[src/rtl/sort_pkg.sv]
// -----------------------------------------------------------------------------
// sort_pkg
// Shared types and helpers for the bubble_sort_stream sort engine.
//   sort_state_t  : controller states (IDLE -> SORT -> OUT -> IDLE)
//   SORT_MAX_W    : widest word the compare helper accepts; callers
//                   zero-extend narrower words up to this width
//   out_of_order  : compare rule shared by every compare-swap cell
// -----------------------------------------------------------------------------
package sort_pkg;

    localparam int SORT_MAX_W = 64;

    typedef enum logic [1:0] {
        IDLE = 2'd0,
        SORT = 2'd1,
        OUT  = 2'd2
    } sort_state_t;

    // True when the pair (a, b) must be exchanged. Equal words never swap,
    // which is what keeps the odd-even transposition sort stable.
    function automatic logic out_of_order(
        input logic [SORT_MAX_W-1:0] a,
        input logic [SORT_MAX_W-1:0] b,
        input logic                  descend
    );
        logic res;
        if (descend) begin
            res = (a < b);
        end else begin
            res = (a > b);
        end
        return res;
    endfunction

endpackage

[src/rtl/sort_cmp_swap.sv]
// -----------------------------------------------------------------------------
// sort_cmp_swap
// Combinational compare-exchange cell for one adjacent pair. The index tag of
// each word travels with it so the original position survives the sort.
//   a_i, b_i                    : words at the lower / upper position
//   tag_a_i, tag_b_i            : their original-index tags
//   descend_i                   : 0 = ascending, 1 = descending
//   first_o, second_o           : ordered pair (lower / upper position)
//   tag_first_o, tag_second_o   : tags following their words
// DATA_W must not exceed SORT_MAX_W.
// -----------------------------------------------------------------------------
module sort_cmp_swap
    import sort_pkg::*;
#(
    parameter int DATA_W = 8,
    parameter int IDX_W  = 3
) (
    input  logic [DATA_W-1:0] a_i,
    input  logic [DATA_W-1:0] b_i,
    input  logic [IDX_W-1:0]  tag_a_i,
    input  logic [IDX_W-1:0]  tag_b_i,
    input  logic              descend_i,
    output logic [DATA_W-1:0] first_o,
    output logic [DATA_W-1:0] second_o,
    output logic [IDX_W-1:0]  tag_first_o,
    output logic [IDX_W-1:0]  tag_second_o
);

    logic [SORT_MAX_W-1:0] a_ext_s;
    logic [SORT_MAX_W-1:0] b_ext_s;
    logic                  swap_s;

    assign a_ext_s = SORT_MAX_W'(a_i);
    assign b_ext_s = SORT_MAX_W'(b_i);
    assign swap_s  = out_of_order(a_ext_s, b_ext_s, descend_i);

    // Exchange the pair (and its tags) only when it is out of order.
    always_comb begin
        if (swap_s) begin
            first_o      = b_i;
            second_o     = a_i;
            tag_first_o  = tag_b_i;
            tag_second_o = tag_a_i;
        end else begin
            first_o      = a_i;
            second_o     = b_i;
            tag_first_o  = tag_a_i;
            tag_second_o = tag_b_i;
        end
    end

endmodule

[src/rtl/bubble_sort_stream.sv]
// -----------------------------------------------------------------------------
// bubble_sort_stream
// Captures DATA_N unsigned words in parallel, sorts them in place with DATA_N
// odd-even transposition passes (one per cycle), then streams them out one
// word per valid/ready handshake, each tagged with its original index.
//   clk, rst_n        : clock, asynchronous active-low reset
//   data_in[0:N-1]    : words to sort, sampled with an accepted start_sort
//   start_sort        : single-cycle request, accepted only in IDLE
//   descend           : sort order sampled with start_sort (1 = descending)
//   busy              : high while sorting or streaming
//   out_vld/out_rdy   : output handshake
//   data_out, idx_out : current sorted word and its original position
//   out_last          : marks the final word of the stream
// All outputs come straight from flops; out_rdy only feeds next-state logic.
// -----------------------------------------------------------------------------
module bubble_sort_stream
    import sort_pkg::*;
#(
    parameter int DATA_N = 8,
    parameter int DATA_W = 8,
    parameter int IDX_W  = $clog2(DATA_N)
) (
    input  logic              clk,
    input  logic              rst_n,
    input  logic [DATA_W-1:0] data_in [0:DATA_N-1],
    input  logic              start_sort,
    input  logic              descend,
    output logic              busy,
    output logic              out_vld,
    input  logic              out_rdy,
    output logic [DATA_W-1:0] data_out,
    output logic [IDX_W-1:0]  idx_out,
    output logic              out_last
);

    localparam int               CNT_W    = IDX_W + 1;
    localparam logic [CNT_W-1:0] LAST_POS = CNT_W'(DATA_N - 1);

    sort_state_t       state_q, state_d;

    logic [DATA_W-1:0] arr_q [0:DATA_N-1];
    logic [DATA_W-1:0] arr_d [0:DATA_N-1];
    logic [IDX_W-1:0]  tag_q [0:DATA_N-1];
    logic [IDX_W-1:0]  tag_d [0:DATA_N-1];

    // Results of the even-pairing and odd-pairing passes over arr_q.
    logic [DATA_W-1:0] even_arr_s [0:DATA_N-1];
    logic [IDX_W-1:0]  even_tag_s [0:DATA_N-1];
    logic [DATA_W-1:0] odd_arr_s  [0:DATA_N-1];
    logic [IDX_W-1:0]  odd_tag_s  [0:DATA_N-1];

    logic [CNT_W-1:0]  pass_cnt_q, pass_cnt_d;
    logic [CNT_W-1:0]  ptr_q, ptr_d;
    logic              descend_q, descend_d;
    logic [IDX_W-1:0]  rd_idx_s;

    logic              busy_q, busy_d;
    logic              out_vld_q, out_vld_d;
    logic              out_last_q, out_last_d;
    logic [DATA_W-1:0] data_out_q, data_out_d;
    logic [IDX_W-1:0]  idx_out_q, idx_out_d;

    // ------------------------------------------------------------------
    // Even bank: pairs (0,1),(2,3),...; odd DATA_N leaves the top untouched.
    // ------------------------------------------------------------------
    for (genvar p = 0; p < DATA_N / 2; p++) begin : g_even
        sort_cmp_swap #(.DATA_W(DATA_W), .IDX_W(IDX_W)) u_cmp (
            .a_i          (arr_q[2*p]),
            .b_i          (arr_q[2*p+1]),
            .tag_a_i      (tag_q[2*p]),
            .tag_b_i      (tag_q[2*p+1]),
            .descend_i    (descend_q),
            .first_o      (even_arr_s[2*p]),
            .second_o     (even_arr_s[2*p+1]),
            .tag_first_o  (even_tag_s[2*p]),
            .tag_second_o (even_tag_s[2*p+1])
        );
    end
    if (DATA_N % 2 == 1) begin : g_even_tail
        assign even_arr_s[DATA_N-1] = arr_q[DATA_N-1];
        assign even_tag_s[DATA_N-1] = tag_q[DATA_N-1];
    end

    // ------------------------------------------------------------------
    // Odd bank: pairs (1,2),(3,4),...; element 0 always passes through,
    // and so does the top element when DATA_N is even.
    // ------------------------------------------------------------------
    assign odd_arr_s[0] = arr_q[0];
    assign odd_tag_s[0] = tag_q[0];
    for (genvar p = 0; p < (DATA_N - 1) / 2; p++) begin : g_odd
        sort_cmp_swap #(.DATA_W(DATA_W), .IDX_W(IDX_W)) u_cmp (
            .a_i          (arr_q[2*p+1]),
            .b_i          (arr_q[2*p+2]),
            .tag_a_i      (tag_q[2*p+1]),
            .tag_b_i      (tag_q[2*p+2]),
            .descend_i    (descend_q),
            .first_o      (odd_arr_s[2*p+1]),
            .second_o     (odd_arr_s[2*p+2]),
            .tag_first_o  (odd_tag_s[2*p+1]),
            .tag_second_o (odd_tag_s[2*p+2])
        );
    end
    if (DATA_N % 2 == 0) begin : g_odd_tail
        assign odd_arr_s[DATA_N-1] = arr_q[DATA_N-1];
        assign odd_tag_s[DATA_N-1] = tag_q[DATA_N-1];
    end

    // FSM state register.
    always_ff @(posedge clk or negedge rst_n) begin
        if (!rst_n) begin
            state_q <= IDLE;
        end else begin
            state_q <= state_d;
        end
    end

    // FSM next-state logic.
    always_comb begin
        state_d = state_q;
        case (state_q)
            IDLE: begin
                if (start_sort) begin
                    state_d = SORT;
                end else begin
                    state_d = IDLE;
                end
            end
            SORT: begin
                if (pass_cnt_q == LAST_POS) begin
                    state_d = OUT;
                end else begin
                    state_d = SORT;
                end
            end
            OUT: begin
                // out_vld is high throughout OUT, so out_rdy alone is the handshake.
                if (out_rdy && (ptr_q == LAST_POS)) begin
                    state_d = IDLE;
                end else begin
                    state_d = OUT;
                end
            end
            default: begin
                state_d = IDLE;
            end
        endcase
    end

    // Datapath next-state: capture, one transposition pass, or pointer advance.
    always_comb begin
        arr_d      = arr_q;
        tag_d      = tag_q;
        pass_cnt_d = pass_cnt_q;
        ptr_d      = ptr_q;
        descend_d  = descend_q;
        case (state_q)
            IDLE: begin
                if (start_sort) begin
                    for (int i = 0; i < DATA_N; i++) begin
                        arr_d[i] = data_in[i];
                        tag_d[i] = IDX_W'(i);
                    end
                    descend_d  = descend;
                    pass_cnt_d = {CNT_W{1'b0}};
                    ptr_d      = {CNT_W{1'b0}};
                end else begin
                    descend_d = descend_q;
                end
            end
            SORT: begin
                // Pass parity picks which pairing bank is written back.
                if (pass_cnt_q[0]) begin
                    arr_d = odd_arr_s;
                    tag_d = odd_tag_s;
                end else begin
                    arr_d = even_arr_s;
                    tag_d = even_tag_s;
                end
                pass_cnt_d = pass_cnt_q + {{(CNT_W-1){1'b0}}, 1'b1};
                ptr_d      = {CNT_W{1'b0}};
            end
            OUT: begin
                if (out_rdy) begin
                    ptr_d = ptr_q + {{(CNT_W-1){1'b0}}, 1'b1};
                end else begin
                    ptr_d = ptr_q;
                end
            end
            default: begin
                ptr_d = {CNT_W{1'b0}};
            end
        endcase
    end

    assign rd_idx_s = ptr_d[IDX_W-1:0];

    // FSM output logic: next values of the output flops. Reading arr_d/tag_d
    // lets the first word appear on the same edge that ends the last pass.
    always_comb begin
        busy_d    = (state_d != IDLE);
        out_vld_d = (state_d == OUT);
        if (state_d == OUT) begin
            data_out_d = arr_d[rd_idx_s];
            idx_out_d  = tag_d[rd_idx_s];
            out_last_d = (ptr_d == LAST_POS);
        end else begin
            data_out_d = {DATA_W{1'b0}};
            idx_out_d  = {IDX_W{1'b0}};
            out_last_d = 1'b0;
        end
    end

    // Datapath registers: word array, tags, counters and latched order.
    always_ff @(posedge clk or negedge rst_n) begin
        if (!rst_n) begin
            for (int i = 0; i < DATA_N; i++) begin
                arr_q[i] <= {DATA_W{1'b0}};
                tag_q[i] <= {IDX_W{1'b0}};
            end
            pass_cnt_q <= {CNT_W{1'b0}};
            ptr_q      <= {CNT_W{1'b0}};
            descend_q  <= 1'b0;
        end else begin
            arr_q      <= arr_d;
            tag_q      <= tag_d;
            pass_cnt_q <= pass_cnt_d;
            ptr_q      <= ptr_d;
            descend_q  <= descend_d;
        end
    end

    // Output registers.
    always_ff @(posedge clk or negedge rst_n) begin
        if (!rst_n) begin
            busy_q     <= 1'b0;
            out_vld_q  <= 1'b0;
            out_last_q <= 1'b0;
            data_out_q <= {DATA_W{1'b0}};
            idx_out_q  <= {IDX_W{1'b0}};
        end else begin
            busy_q     <= busy_d;
            out_vld_q  <= out_vld_d;
            out_last_q <= out_last_d;
            data_out_q <= data_out_d;
            idx_out_q  <= idx_out_d;
        end
    end

    assign busy     = busy_q;
    assign out_vld  = out_vld_q;
    assign out_last = out_last_q;
    assign data_out = data_out_q;
    assign idx_out  = idx_out_q;

endmodule

[config.mk]
export PLATFORM = sky130hd
export DESIGN_NAME = bubble_sort_stream
export DESIGN_NICKNAME = d
export VERILOG_FILES = /design/src/rtl/sort_pkg.sv /design/src/rtl/sort_cmp_swap.sv /design/src/rtl/bubble_sort_stream.sv
export SDC_FILE = /design/constraint.sdc
export NUM_CORES = 1
export LEC_CHECK = 0
export BUFFER_PORTS_ARGS = -buffer_cell sky130_fd_sc_hd__buf_2
export CAP_MARGIN = 5
export CORE_ASPECT_RATIO = 1.75
export CORE_UTILIZATION = 55
export DETAILED_ROUTE_END_ITERATION = 7
export GPL_TIMING_DRIVEN = 1
export PLACE_DENSITY = 0.75
export SLEW_MARGIN = 20
export SYNTH_ARGS = -nofsm -noshare
export SYNTH_HDL_FRONTEND = slang
export SYNTH_SLANG_ARGS = --single-unit
[constraint.sdc]
create_clock -name clk -period 3.4 [get_ports clk]
set_input_delay 0.17 -clock clk [delete_from_list [all_inputs] [get_ports clk]]
set_output_delay 0.17 -clock clk [all_outputs]
set_load 0.005 [all_outputs]
==> metrics.md, run 1 <==
| Metric | Value |
|---|---|
| Leading post-synthesis cells by cell area | `sky130_fd_sc_hd__dfrtp_1 (33%), sky130_fd_sc_hd__ha_1 (8.4%), sky130_fd_sc_hd__a21oi_1 (6.4%), sky130_fd_sc_hd__o21ai_0 (6.1%), sky130_fd_sc_hd__nand2_1 (5.7%)` |
| Worst path arrival time | `3.56 ns` |
| Avg Vias per Cell | `6.920` |
| Number of clock sinks | `113` |
| Yosys warnings | `0` |
| Site row count | `60` |
| Clock-pin slew on the worst setup and hold paths | `0.06 ns` |
| Post-synth top area share | `32.60%` |
| Horizontal extent of the die | `96.94 um` |
| Number of antenna violations at the first check in global routing | `0` |
| Final setup violation count | `0` |
| 1st-pass router iterations | `5` |
| Placed wire-length estimate after detailed placement | `23,370 um` |
| Antenna viol nets, final | `0` |
| Clock period minus worst slack | `3.264 ns` |
| Number of enable flip-flop cells after synthesis | `0` |
| Nets in the synthesized netlist | `1,229` |
| H-tree Lvls | `4` |
| Setup repair after global routing missed its margin | `false` |
| Maximum buffer depth of the clock tree | `2` |
| Worst Skew | `0.01330 ns` |
| Delay contributed by the slowest stage of the critical path | `0.47 ns` |
| Netlist Area Pre-Place | `8675 um^2` |
| CTS Buf Count | `17` |
| Post-synthesis async set-or-reset flop share | `100.0%` |
| CP Capture Type | `flip-flop` |
| Port Buffers | `82` |
| Maximum clock frequency | `0.3063 GHz` |
| Cell with the most instances after synthesis | `sky130_fd_sc_hd__nand2_1` |
| Peak fanout along the critical path | `10` |
| Overall die area | `16,300 um^2` |
| Later-pin clock latency in the skew report | `0.42 ns` |
| Count of vias placed by the detailed router | `9,633` |
| Status | `finished clean` |
| Antenna diode count | `0` |
| Vias in the first global route | `9,630` |
| Remaining max-slew budget at the tightest pin | `42.81%` |
| Avg WL per Cell | `23.51 um` |
| Mean post-synth cell area | `7.872 um^2` |
| Ordered cell list for the critical path | `inv_1 -> ha_1 -> nor2b_1 -> o211ai_1 -> a21oi_1 -> a2111oi_2 -> mux2_2 -> nand2b_1 -> o221a_2 -> a211o_1 -> a22o_1` |
| Largest area contributor in the netlist | `sky130_fd_sc_hd__dfrtp_1` |
| Share of post-route cells with drive strength above 1 | `17.25%` |
| Final count of pins violating max slew | `0` |
| Overall track demand over capacity in global routing | `40.84%` |
| Sequential element share of the synthesized area | `32.60%` |
| Seq cells post-synth | `113` |
| Worst Hold Class | `input port to flip-flop` |
| Global-route congestion overflow total | `0` |
| Final Util | `66.13%` |
| Buffer type at the clock tree root | `sky130_fd_sc_hd__clkbuf_16` |
| Post-layout nets | `1,320` |
| DRC violation total after the first TritonRoute iteration | `967` |
| Top cells by instance count after synthesis | `sky130_fd_sc_hd__nand2_1 (131), sky130_fd_sc_hd__dfrtp_1 (113), sky130_fd_sc_hd__a21oi_1 (111), sky130_fd_sc_hd__o21ai_0 (106), sky130_fd_sc_hd__nor2_1 (96)` |
| Slowest-stage cell, CP | `sky130_fd_sc_hd__mux2_2` |
| Worst endpoint required time | `3.70 ns` |
| First-pass GRT wire length | `51,410 um` |
| Final sum of negative setup slack | `0 ns` |
| Pin count of the biggest net entering global routing | `82` |
| Number of setup buffers added after CTS | `0` |
| Maximum capacitance violations | `0` |
| Floorplan core area | `15,390 um^2` |
| Initial Utilization | `56.37%` |
| Number of distinct library cell variants in the gate-level netlist after synthesis | `73` |
| IO Count | `83` |
| Most common flop cell mapped by yosys | `sky130_fd_sc_hd__dfrtp_1` |
| DRC | `0` |
| P&R area growth vs syn | `17.32%` |
| Final hold violations | `0` |
| Slew of the pin with the lowest slew margin | `0.8522 ns` |
| Gate count of the mapped netlist | `1,102` |
| Class of the most critical setup path | `flip-flop to flip-flop` |
| Vertical die dimension | `168.1 um` |
| Kind of launch point of the worst setup path | `flip-flop` |
| Final cycle utilization of the critical path | `96.01%` |
| CTS tree | `done` |
| Weighted congestion at the end of routability-driven global placement | `1.037` |
| Total wire length | `32,730 um` |
## repair_timing
item	CTS	global route
hold buffers	4	0
hold endpoints to repair	50	0
gates resized for setup	0	4
endpoints found under the setup margin	0	17
## final timing paths
kind	from	end	slack, ns	cells after the start
worst max-delay path	arr_q[25]$_DFF_PN0_	data_out[1]$_DFF_PN0_	0.14	11
worst min-delay path	data_in[0]	arr_q[0]$_DFF_PN0_	0.04	3
worst max register to register	arr_q[25]$_DFF_PN0_	data_out[1]$_DFF_PN0_	0.14	11
worst min register to register	pass_cnt_q[3]$_DFFE_PN0P_	pass_cnt_q[3]$_DFFE_PN0P_	0.49	1
max in group asynchronous	rst_n	arr_q[13]$_DFF_PN0_	2.22	3
min in group asynchronous	rst_n	arr_q[55]$_DFF_PN0_	0.35	2
## critical path, delay by kind of cell, from the launching register on
family	cells	cell delay [ns]
multiplexers	1	0.47
adder cells (fa/ha/maj)	1	0.26
AND/OR/NAND/NOR	2	0.42
AO/OA/AOI/OAI	6	1.43
buffers and inverters	1	0.16
flip-flops	1	0.40
## area by class of cell
type                       count  area (um^2)
multi-input combinational    844         5310
fill                        1345         5213
sequential                   113         2829
timing repair buffer         148        968.4
clock buffer                  20        436.7
inverter                      69        259.0
tap                          186        232.7
clock inverter                12        141.4
## sequential cells by signal (all words and copies together) (netlist names)
signal and cells:
idx_out 3, pass_cnt_q 4, arr_q 64, data_out 8
out_vld 1, tag_q 18, out_last 1, descend_q 1
busy 1, ptr_q 4, state_q 2, odd_tag_s 6
## cell usage in the layout (no fill, tap or decap), drive strengths merged, types with 7 or more instances in the layout
cell and count:
dfrtp 113, mux2i 22, nand4 14, a31oi 9, inv 69, clkinv 8
a22o 11, clkbuf 20, o211ai 38, o221ai 14, o31ai 7, o22a 8
a21oi 112, buf 144, nand2 131, mux2 10, nor3 24, and3 7
a221oi 8, o21a 10, ha 58, o22ai 56, o21ai 111, nand3 11
nor2 97
## per-layer routing
metal	GRT usage [%]	up-vias	part of all wire (%)
met5	0	-	0
met4	33.48	0	8.7
met3	8.925	217	9.4
met2	67.21	660	48
met1	44.97	4497	34
li1	-	4259	-
## through the flow
stage                     std cells  setup slack (ns)  hold slack [ns]  instance area [um^2]
final                          1392            0.1356          0.03533                 10180
after global routing           1392           0.01262          0.05256                 10180
after CTS                      1392            0.1533          0.03253                 10170
after detailed placement       1356            0.1822           0.2702                  9550
after global placement         1356           0.08807           0.2771                  9550
after floorplan                1102            0.4881          -0.1256                  8675
## logic make-up after synthesis
logic type	after synthesis	synth area share, %
adder cells (fa/ha/maj)	58	8.366
buffers and inverters	145	6.678
XOR/XNOR	2	0.2020
flip-flops	113	32.60
AO/OA/AOI/OAI	431	31.63
multiplexers	33	4.096
AND/OR/NAND/NOR	320	16.43
Power of run 1 is left out: the tool's default activity adds up to more than one toggle a clock period on the data nets, which glitch-free logic cannot reach.
==> run 2, diff against run 1 <==
Settings changed: BUFFER_PORTS_ARGS -buffer_cell sky130_fd_sc_hd__buf_2 to default, DONT_BUFFER_PORTS from default to 1, PLACE_DENSITY 0.75 to 0.73.
Clock period 3.4 ns to 2.95 ns, I/O delays scaled along.
==> run 2 against run 1 <==
Against the previous run: the run now ends with negative setup slack left; non-clock buffer count grew 31; first-iteration DRC count shrank 4.0%; sequential cell count is the same; critical endpoint unchanged; largest cell class unchanged.
==> metrics.md, run 2 (synthesis results as in run 1) <==
| Metric | Value |
|---|---|
| Status | `finished with violations` |
| Failing checks | `negative setup slack` |
| Beginning of the worst hold path | `data_in[30]` |
| Later-pin clock latency in the skew report | `0.42 ns` |
| Vertical die dimension | `168.1 um` |
| Site row count | `60` |
| Setup repair after global routing missed its margin | `true` |
| Port Buffers | `0` |
| Startpoint of the worst register-to-register path | `arr_q[25]$_DFF_PN0_` |
| Initial Utilization | `56.37%` |
| Floorplan core area | `15,390 um^2` |
| Overall die area | `16,300 um^2` |
| Most common library cell in the layout ignoring fill and taps | `sky130_fd_sc_hd__nand2_1` |
| Delay contributed by the slowest stage of the critical path | `0.43 ns` |
| Largest register by flop count | `arr_q` |
| Antenna viol nets, final | `0` |
| Cell count of the worst hold path | `2` |
| Worst endpoint required time | `3.25 ns` |
| Buffer type at the clock tree root | `sky130_fd_sc_hd__clkbuf_16` |
| Worst slack, placed | `-0.3829 ns` |
| Avg WL per Cell | `24.53 um` |
| Global-route congestion overflow total | `0` |
| Crit Reg-Reg Endpoint | `data_out[1]$_DFF_PN0_` |
| Maximum clock frequency | `0.3364 GHz` |
| Placed wire-length estimate after detailed placement | `24,050 um` |
| Kind of launch point of the worst setup path | `flip-flop` |
| Horizontal extent of the die | `96.94 um` |
| Number of antenna violations at the first check in global routing | `0` |
| Worst Slack Setup Final | `-0.02292 ns` |
| Clock period minus worst slack | `2.973 ns` |
| Ordered cell list for the critical path | `inv_2 -> ha_4 -> nor2b_1 -> o211ai_1 -> a21oi_2 -> a2111oi_4 -> mux2_4 -> nand2b_4 -> o221a_4 -> a211o_1 -> a22o_1` |
| IO Count | `83` |
| Worst Skew | `0.01192 ns` |
| Weighted congestion at the end of routability-driven global placement | `0.9968` |
| CTS Buf Count | `17` |
| Final Util | `71.84%` |
| DRC | `0` |
| Remaining max-slew budget at the tightest pin | `47.27%` |
| Register-to-register setup slack | `-0.02 ns` |
| Fill cell total of the finished layout | `1,219` |
| Final sum of negative setup slack | `-0.03769 ns` |
| DRC violation total after the first TritonRoute iteration | `928` |
| Slowest-stage cell, CP | `sky130_fd_sc_hd__dfrtp_1` |
| Max FFs per register | `64` |
| Overall track demand over capacity in global routing | `41.40%` |
| Worst path arrival time | `3.27 ns` |
| Number of clock sinks | `113` |
| Worst Hold Class | `input port to flip-flop` |
| CP Capture Type | `flip-flop` |
| Total wire length | `34,910 um` |
| Final hold violations | `0` |
| Antenna diode count | `0` |
| Avg Vias per Cell | `6.833` |
| Pin count of the biggest net entering global routing | `114` |
| Share of post-route cells with drive strength above 1 | `18.59%` |
| First-pass GRT wire length | `51,680 um` |
| Post-layout nets | `1,351` |
| Final cycle utilization of the critical path | `100.8%` |
| Destination of the worst hold path | `arr_q[30]$_DFF_PN0_` |
| Most frequent cells in the layout | `sky130_fd_sc_hd__nand2_1 (130), sky130_fd_sc_hd__buf_4 (119), sky130_fd_sc_hd__dfrtp_1 (109)` |
| Maximum buffer depth of the clock tree | `2` |
| CTS tree | `done` |
| P&R area growth vs syn | `27.45%` |
| Final setup violation count | `3` |
| Maximum capacitance violations | `0` |
| Depth of the worst register-to-register path | `11` |
| Vias in the first global route | `9,570` |
| Count of vias placed by the detailed router | `9,723` |
| 1st-pass router iterations | `6` |
| Clock-pin slew on the worst setup and hold paths | `0.06 ns` |
| Slew of the pin with the lowest slew margin | `0.7909 ns` |
| Peak fanout along the critical path | `4` |
| H-tree Lvls | `4` |
| Class of the most critical setup path | `flip-flop to flip-flop` |
| Final count of pins violating max slew | `0` |
-- run 2: cell count changes in the layout (fill, tap and decap cells not counted), sizes merged --
cell,before,now
clkinvlp,1,3
inv,69,70
dlygate4sd3,4,48
buf,144,129
clkinv,8,7
-- run 2: what timing repair did --
action / 4_1_cts / 5_1_grt
endpoints found under the setup margin: 12 / 32
cloned: 0 / 1
pin swaps: 1 / 15
buffers inserted: 0 / 12
hold buffers: 49 / 0
gates resized for setup: 9 / 48
endpoints found under the hold margin: 160 / 0
-- run 2: final cells by class --
class / instances / area (um^2) / area share (%)
multi-input cells: 844 / 5540 / 50.11
inverters: 69 / 259.0 / 2.343
repair buffers: 179 / 1588 / 14.36
flip-flops and latches: 113 / 2833 / 25.62
well taps: 186 / 232.7 / 2.105
clock buffers: 18 / 439.2 / 3.972
clock inverters: 14 / 163.9 / 1.483
-- run 2: worst max-delay path: cells and delay by family (launching register included) --
family,cells,cell delay [ns]
adder cells (fa/ha/maj),1,0.24
AND/OR/NAND/NOR,2,0.30
multiplexers,1,0.37
flip-flops,1,0.43
buffers and inverters,1,0.08
AO/OA/AOI/OAI,6,1.43
-- run 2: worst max-delay path by stage --
stage                       endpoint  slack (ns)  cells past startpoint                start
6_report       data_out[1]$_DFF_PN0_       -0.02                     11  arr_q[25]$_DFF_PN0_
5_1_grt        data_out[3]$_DFF_PN0_       -0.09                     13  arr_q[43]$_DFF_PN0_
4_1_cts        data_out[6]$_DFF_PN0_      0.0008                     12  arr_q[33]$_DFF_PN0_
3_5_place_dp   data_out[4]$_DFF_PN0_       -0.38                     13  arr_q[25]$_DFF_PN0_
3_3_place_gp   data_out[4]$_DFF_PN0_       -0.37                     13  arr_q[25]$_DFF_PN0_
2_1_floorplan  data_out[1]$_DFF_PN0_        0.04                     12  arr_q[25]$_DFF_PN0_
-- run 2: stage by stage --
stage | hold slack (ns) | area, um^2 | instances
floorplan | -0.1481 | 8675 | 1102
global placement | -0.1448 | 9563 | 1329
detailed placement | -0.1454 | 9563 | 1329
CTS | 0.007973 | 10720 | 1410
global route | 0.01977 | 11060 | 1423
finish | 0.01350 | 11060 | 1423
-- run 2: layer usage --
| layer | routed length [um] | up-vias | GRT usage [%] |
|---|---|---|---|
| met2 | 16700 | 632 | 70.24 |
| li1 | - | 4320 | - |
| met1 | 11960 | 4570 | 44.62 |
| met3 | 3175 | 201 | 7.680 |
| met5 | 0 | - | 0 |
| met4 | 3068 | 0 | 33.94 |
Power of run 2 is left out for the same reason.
